<file path="config.mk">
export PLATFORM = sky130hd
export DESIGN_NAME = dp_sequencer
export DESIGN_NICKNAME = d
export VERILOG_FILES = /design/src/rtl/dp_sequencer.sv
export SDC_FILE = /design/constraint.sdc
export NUM_CORES = 1
export LEC_CHECK = 0
export CAP_MARGIN = 0
export CORE_AREA = 5 5 53 55
export DETAILED_ROUTE_END_ITERATION = 12
export DIE_AREA = 0 0 58 60
export PLACE_DENSITY = 0.75
export SKIP_CTS_REPAIR_TIMING = 1
export SYNTH_ARGS = -nofsm -noshare
export SYNTH_HDL_FRONTEND = slang
export SYNTH_SLANG_ARGS = --single-unit
</file>
<file path="constraint.sdc">
create_clock -name cl -period 1.6 [get_ports cl]
set_clock_uncertainty 0.1 [all_clocks]
set_input_delay 0.48 -clock cl [delete_from_list [all_inputs] [get_ports cl]]
set_output_delay 0.48 -clock cl [all_outputs]
set_load 0.05 [all_outputs]
</file>
<file path="src/rtl/dp_sequencer.sv">
// dp_sequencer: control unit for the 4-bit register/adder datapath.
// Takes one command at a time over valid/ready and expands it into the
// cycle-by-cycle strobe sequence (l1/l2/l3/f/i) the datapath expects.
// All datapath-facing outputs decode from registered state only, so a
// change on cmd_* never reaches dp_* in the same cycle.
module dp_sequencer #(
  parameter int CNT_W = 4
) (
  input  logic             cl,
  input  logic             rst_n,
  input  logic             cmd_valid,
  output logic             cmd_ready,
  input  logic [1:0]       cmd_op,
  input  logic [3:0]       cmd_data,
  input  logic [CNT_W-1:0] cmd_cnt,
  output logic [3:0]       dp_i,
  output logic             dp_l1,
  output logic             dp_l2,
  output logic             dp_l3,
  output logic             dp_f,
  output logic             busy,
  output logic             done
);

  localparam logic [1:0] OP_LOAD = 2'b00;
  localparam logic [1:0] OP_ACC  = 2'b01;
  localparam logic [1:0] OP_SUB  = 2'b10;
  localparam logic [1:0] OP_COPY = 2'b11;

  localparam logic [CNT_W-1:0] CNT_ONE = CNT_W'(1);

  typedef enum logic [2:0] {
    S_IDLE,
    S_LOAD,
    S_EXEC,
    S_SHIFT,
    S_COPY,
    S_DONE
  } state_t;

  // latched command fields; cnt counts remaining iterations minus one
  typedef struct packed {
    logic [1:0]       op;
    logic [3:0]       data;
    logic [CNT_W-1:0] cnt;
  } cmd_t;

  state_t state_q, state_d;
  cmd_t   cmd_q,   cmd_d;

  logic accept;

  assign cmd_ready = (state_q == S_IDLE);
  assign accept    = cmd_valid & cmd_ready;

  // next-state and command latch; the iteration counter only counts down
  // while nonzero, so an all-ones count runs the full 2^CNT_W iterations
  always_comb begin
    state_d = state_q;
    cmd_d   = cmd_q;
    unique case (state_q)
      S_IDLE: begin
        if (accept) begin
          cmd_d.op   = cmd_op;
          cmd_d.data = cmd_data;
          cmd_d.cnt  = cmd_cnt;
          unique case (cmd_op)
            OP_LOAD: state_d = S_LOAD;
            OP_ACC,
            OP_SUB:  state_d = S_EXEC;
            OP_COPY: state_d = S_COPY;
            default: state_d = S_IDLE;
          endcase
        end
      end
      S_LOAD:  state_d = S_DONE;
      S_EXEC:  state_d = S_SHIFT;
      S_SHIFT: begin
        if (cmd_q.cnt == '0) begin
          state_d = S_DONE;
        end else begin
          cmd_d.cnt = cmd_q.cnt - CNT_ONE;
          state_d   = S_EXEC;
        end
      end
      S_COPY:  state_d = S_DONE;
      S_DONE:  state_d = S_IDLE;
      default: state_d = S_IDLE;
    endcase
  end

  // state register; reset aborts any command in flight without a done pulse
  always_ff @(posedge cl) begin
    if (!rst_n) begin
      state_q <= S_IDLE;
      cmd_q   <= '0;
    end else begin
      state_q <= state_d;
      cmd_q   <= cmd_d;
    end
  end

  // output decode from state and latched fields; one strobe at most per cycle
  always_comb begin
    dp_i  = 4'h0;
    dp_l1 = 1'b0;
    dp_l2 = 1'b0;
    dp_l3 = 1'b0;
    dp_f  = 1'b0;
    busy  = 1'b1;
    done  = 1'b0;
    unique case (state_q)
      S_IDLE: busy = 1'b0;
      S_LOAD: begin
        dp_l1 = 1'b1;
        dp_i  = cmd_q.data;
      end
      S_EXEC: begin
        dp_l3 = 1'b1;
        dp_f  = (cmd_q.op == OP_SUB);
      end
      S_SHIFT: begin
        dp_l2 = 1'b1;
        dp_f  = (cmd_q.op == OP_SUB);
      end
      S_COPY: dp_l2 = 1'b1;
      S_DONE: done  = 1'b1;
      default: busy = 1'b0;
    endcase
  end

endmodule

</file>
==> impl_metrics.toml, run 1 <==
[place]
hpwl_mm = 1.63
io_buffers = 23
dp_slack_ps = -288
placed_area_um2 = 1340
place_congestion = 0.820

[detailed_routing]
drc = 0
drt_first_pass_iters = 4
ant_nets = 0
wl_per_cell_um = 13.1
routed_wl_mm = 2.26
via_per_inst = 4.91
drtIter0Drc = 14
vias = 845

[power]
p_seq_share_pct = 22.1
switchingPower_w = 0.000936
p_leak_nw = 0.610
peakVddDrop_v = 0.000915
swShare_pct = 41.7
power_frac_clock_pct = 9.3
p_int_w = 0.00131
power_frac_comb_pct = 68.5
power_density_nw_per_um2 = 1510

[grt]
grt_util_all_layers_pct = 12.6
grt-ovfl-total = 0
grt_max_degree = 11
grt_pass1_wl_mm = 3.37
antenna_found_initial = 0
first_global_vias = 806

[timing]
timing.final.hold_violations = 0
max_freq_ghz = 0.529
min_period_over_period_pct = 118
setup_ws_ps = -290
maxSlewViolCount = 0
maxSlewHeadroom_pct = 77.2
rsz0062_at_grt = "yes"
hold_ws_ps = 356
worstMarginPinSlew_ps = 340
period_needed_ps = 1890
setup_viol = 14

[critical_path]
critPathRequiredTime_ps = 1020
cp_cell_sequence = "buf_6 > nor4bb_4 > buf_12"
criticalPathCategory = "flop to output pin"
crit_path_top_delay_cell = "dfxtp_4"
crit_arrival_ps = 1310
cp-end-kind = "output pin"
timing.rr.start = "state_q[1]"
crit_fanout = 8
crit_family = "flip-flops"
max_stage_delay_ps = 390
regToRegSetupSlack_ps = -70
start_kind = "flop"
r2r_end = "cmd_q[1]"
cp.buffers_inverters = 2
reg2regPathDepth = 6

[synthesis]
avgSynthCellArea_um2 = 7.83
synth_nets = 114
synthesis.area_um2 = 767
synth_edf_count = 0
synth_top_area_share_pct = 33.9
synth_seq_area_share_pct = 33.9
synthFlopType = "dfxtp_1"
synthDistinctLibCells = 33
yosysWarnings = 0
synthArstFlopShare_pct = 0
syn_inst = 98
synth_top_cell_by_area = "dfxtp_1"
synth-seq-cells = 13
netlist_top_cells_area = "dfxtp_1 34%, nand2_1 9.8%, a21boi_0 6.9%, and2_1 4.9%, ha_1 4.9%"

[final_layout]
syn2layout_area_growth_pct = 93.3
fin_util_pct = 63.3
final_cell_mix = "18 x nand2_1, 14 x buf_4, 12 x clkdlybuf4s50_1, 12 x buf_12, 9 x dfxtp_1"
final_cell_area_um2 = 1480
nets = 159
layout-drive-gt1-share_pct = 44.4
final_common_cell = "nand2_1"
antenna_cells = 0

[hold_path]
holdPathEnd = "cmd_q[6]"
hold_depth = 2
worstHoldStart = "cmd_q[6]"
hold_class = "flop to flop"

[clock_tree]
max-clock-path-buffers = 2
htree_levels = 1
clk_pin_slew_worst_paths_ps = 80
clk_latency_ps = 280
cts_made_buffers = 3
tritoncts = "done"
cts_root_buf = "clkbuf_4"
cts_sinks = 13

[floorplanning]
io_pins = 24
start_util_pct = 32.7
die_h_um = 60
dieArea_um2 = 3480
core_area_um2 = 2340
die_w_um = 58
row_count = 18

[run]
max_cap_viol_count = 0

[outcome]
status = "finished, violations left"
failed_checks = "setup timing"
-- through the flow --
step,cells,TNS [ps],power (W)
3_5_place_dp,164,-3340,0.00183
6_report,172,-2690,0.00224
5_1_grt,172,-3980,0.00238
4_1_cts,168,-4340,0.00205
2_1_floorplan,98,-3220,0.00121
3_3_place_gp,164,-2660,0.00179
-- kinds of logic after synthesis --
| family | Yosys count | share of synthesized area, % |
|---|---|---|
| adders and majority gates | 3 | 4.89 |
| and+or+nand+nor | 48 | 33.6 |
| xor gates and xnor gates | 1 | 1.14 |
| buffers and inverters | 10 | 5.22 |
| AOI/OAI and AO/OA | 23 | 21.2 |
| DFF | 13 | 33.9 |
-- final cells by class --
type / instances / area, um2
clock buffers: 4 / 26.3
fillers: 191 / 860
inverters: 4 / 15.0
multi-input cells: 75 / 576
flip-flops and latches: 13 / 273
well taps: 30 / 37.5
repair buffers: 46 / 556
-- tightest hold or removal path: cells and delay by family, from the launching register on --
family | cells | cell delay (ps)
flops | 1 | 310
simple gates | 1 | 50
compound gates | 1 | 50
-- worst max path at each step --
stage / start / slack, ps / cells after the start / to
final: state_q[2] / -290 / 3 / dp_f
after global routing: state_q[2] / -360 / 3 / dp_f
after CTS: state_q[2] / -420 / 3 / dp_f
after detailed placement: cmd_op[0] / -290 / 5 / state_q[1]
after global placement: cmd_valid / -240 / 5 / cmd_q[1]
after floorplan: state_q[1] / -480 / 4 / dp_i[0]
-- state kept, by name (all words and copies together) (netlist names) --
register / count
cmd_q: 10
state_q: 3
-- Yosys cell counts, drive strengths merged (2+ instances only) --
master,number
a21boi,8
nor3,2
buf,2
a21oi,3
o21ai,4
nand2,20
ha,3
nand3b,2
nor3b,2
inv,4
nor2,8
dfxtp,13
a211oi,2
clkbuf,4
and2,6
-- metal layers --
metal | wire (um) | up-vias | track usage [%] | share of wire [%]
li1 | - | 425 | - | -
met1 | 927 | 398 | 14.8 | 41
met2 | 1240 | 22 | 22.3 | 55
met3 | 94 | 0 | 2.81 | 4.2
met4 | 0 | 0 | 4.97 | 0
met5 | 0 | - | 0 | 0
-- power by group through the flow --
stage	Clock, W	Combinational (W)	Sequential, W
5_1_grt	0.000251	0.00162	0.000507
2_1_floorplan	0	0.000748	0.000462
4_1_cts	0.000226	0.00135	0.000481
6_report	0.000209	0.00154	0.000496
3_3_place_gp	0	0.00131	0.000485
3_5_place_dp	0	0.00134	0.000488
Power figures use the tool's default switching activity.
==> inputs of run 2 (changes only) <==
--- a/config.mk
+++ b/config.mk
@@ -5,6 +5,7 @@
 export SDC_FILE = /design/constraint.sdc
 export NUM_CORES = 1
 export LEC_CHECK = 0
+export ABC_AREA = 0
 export CAP_MARGIN = 0
 export CORE_AREA = 5 5 53 55
 export DETAILED_ROUTE_END_ITERATION = 12
==> results of run 2 <==
Same layout as run 1: the final DEF is identical, and so are final timing and power.
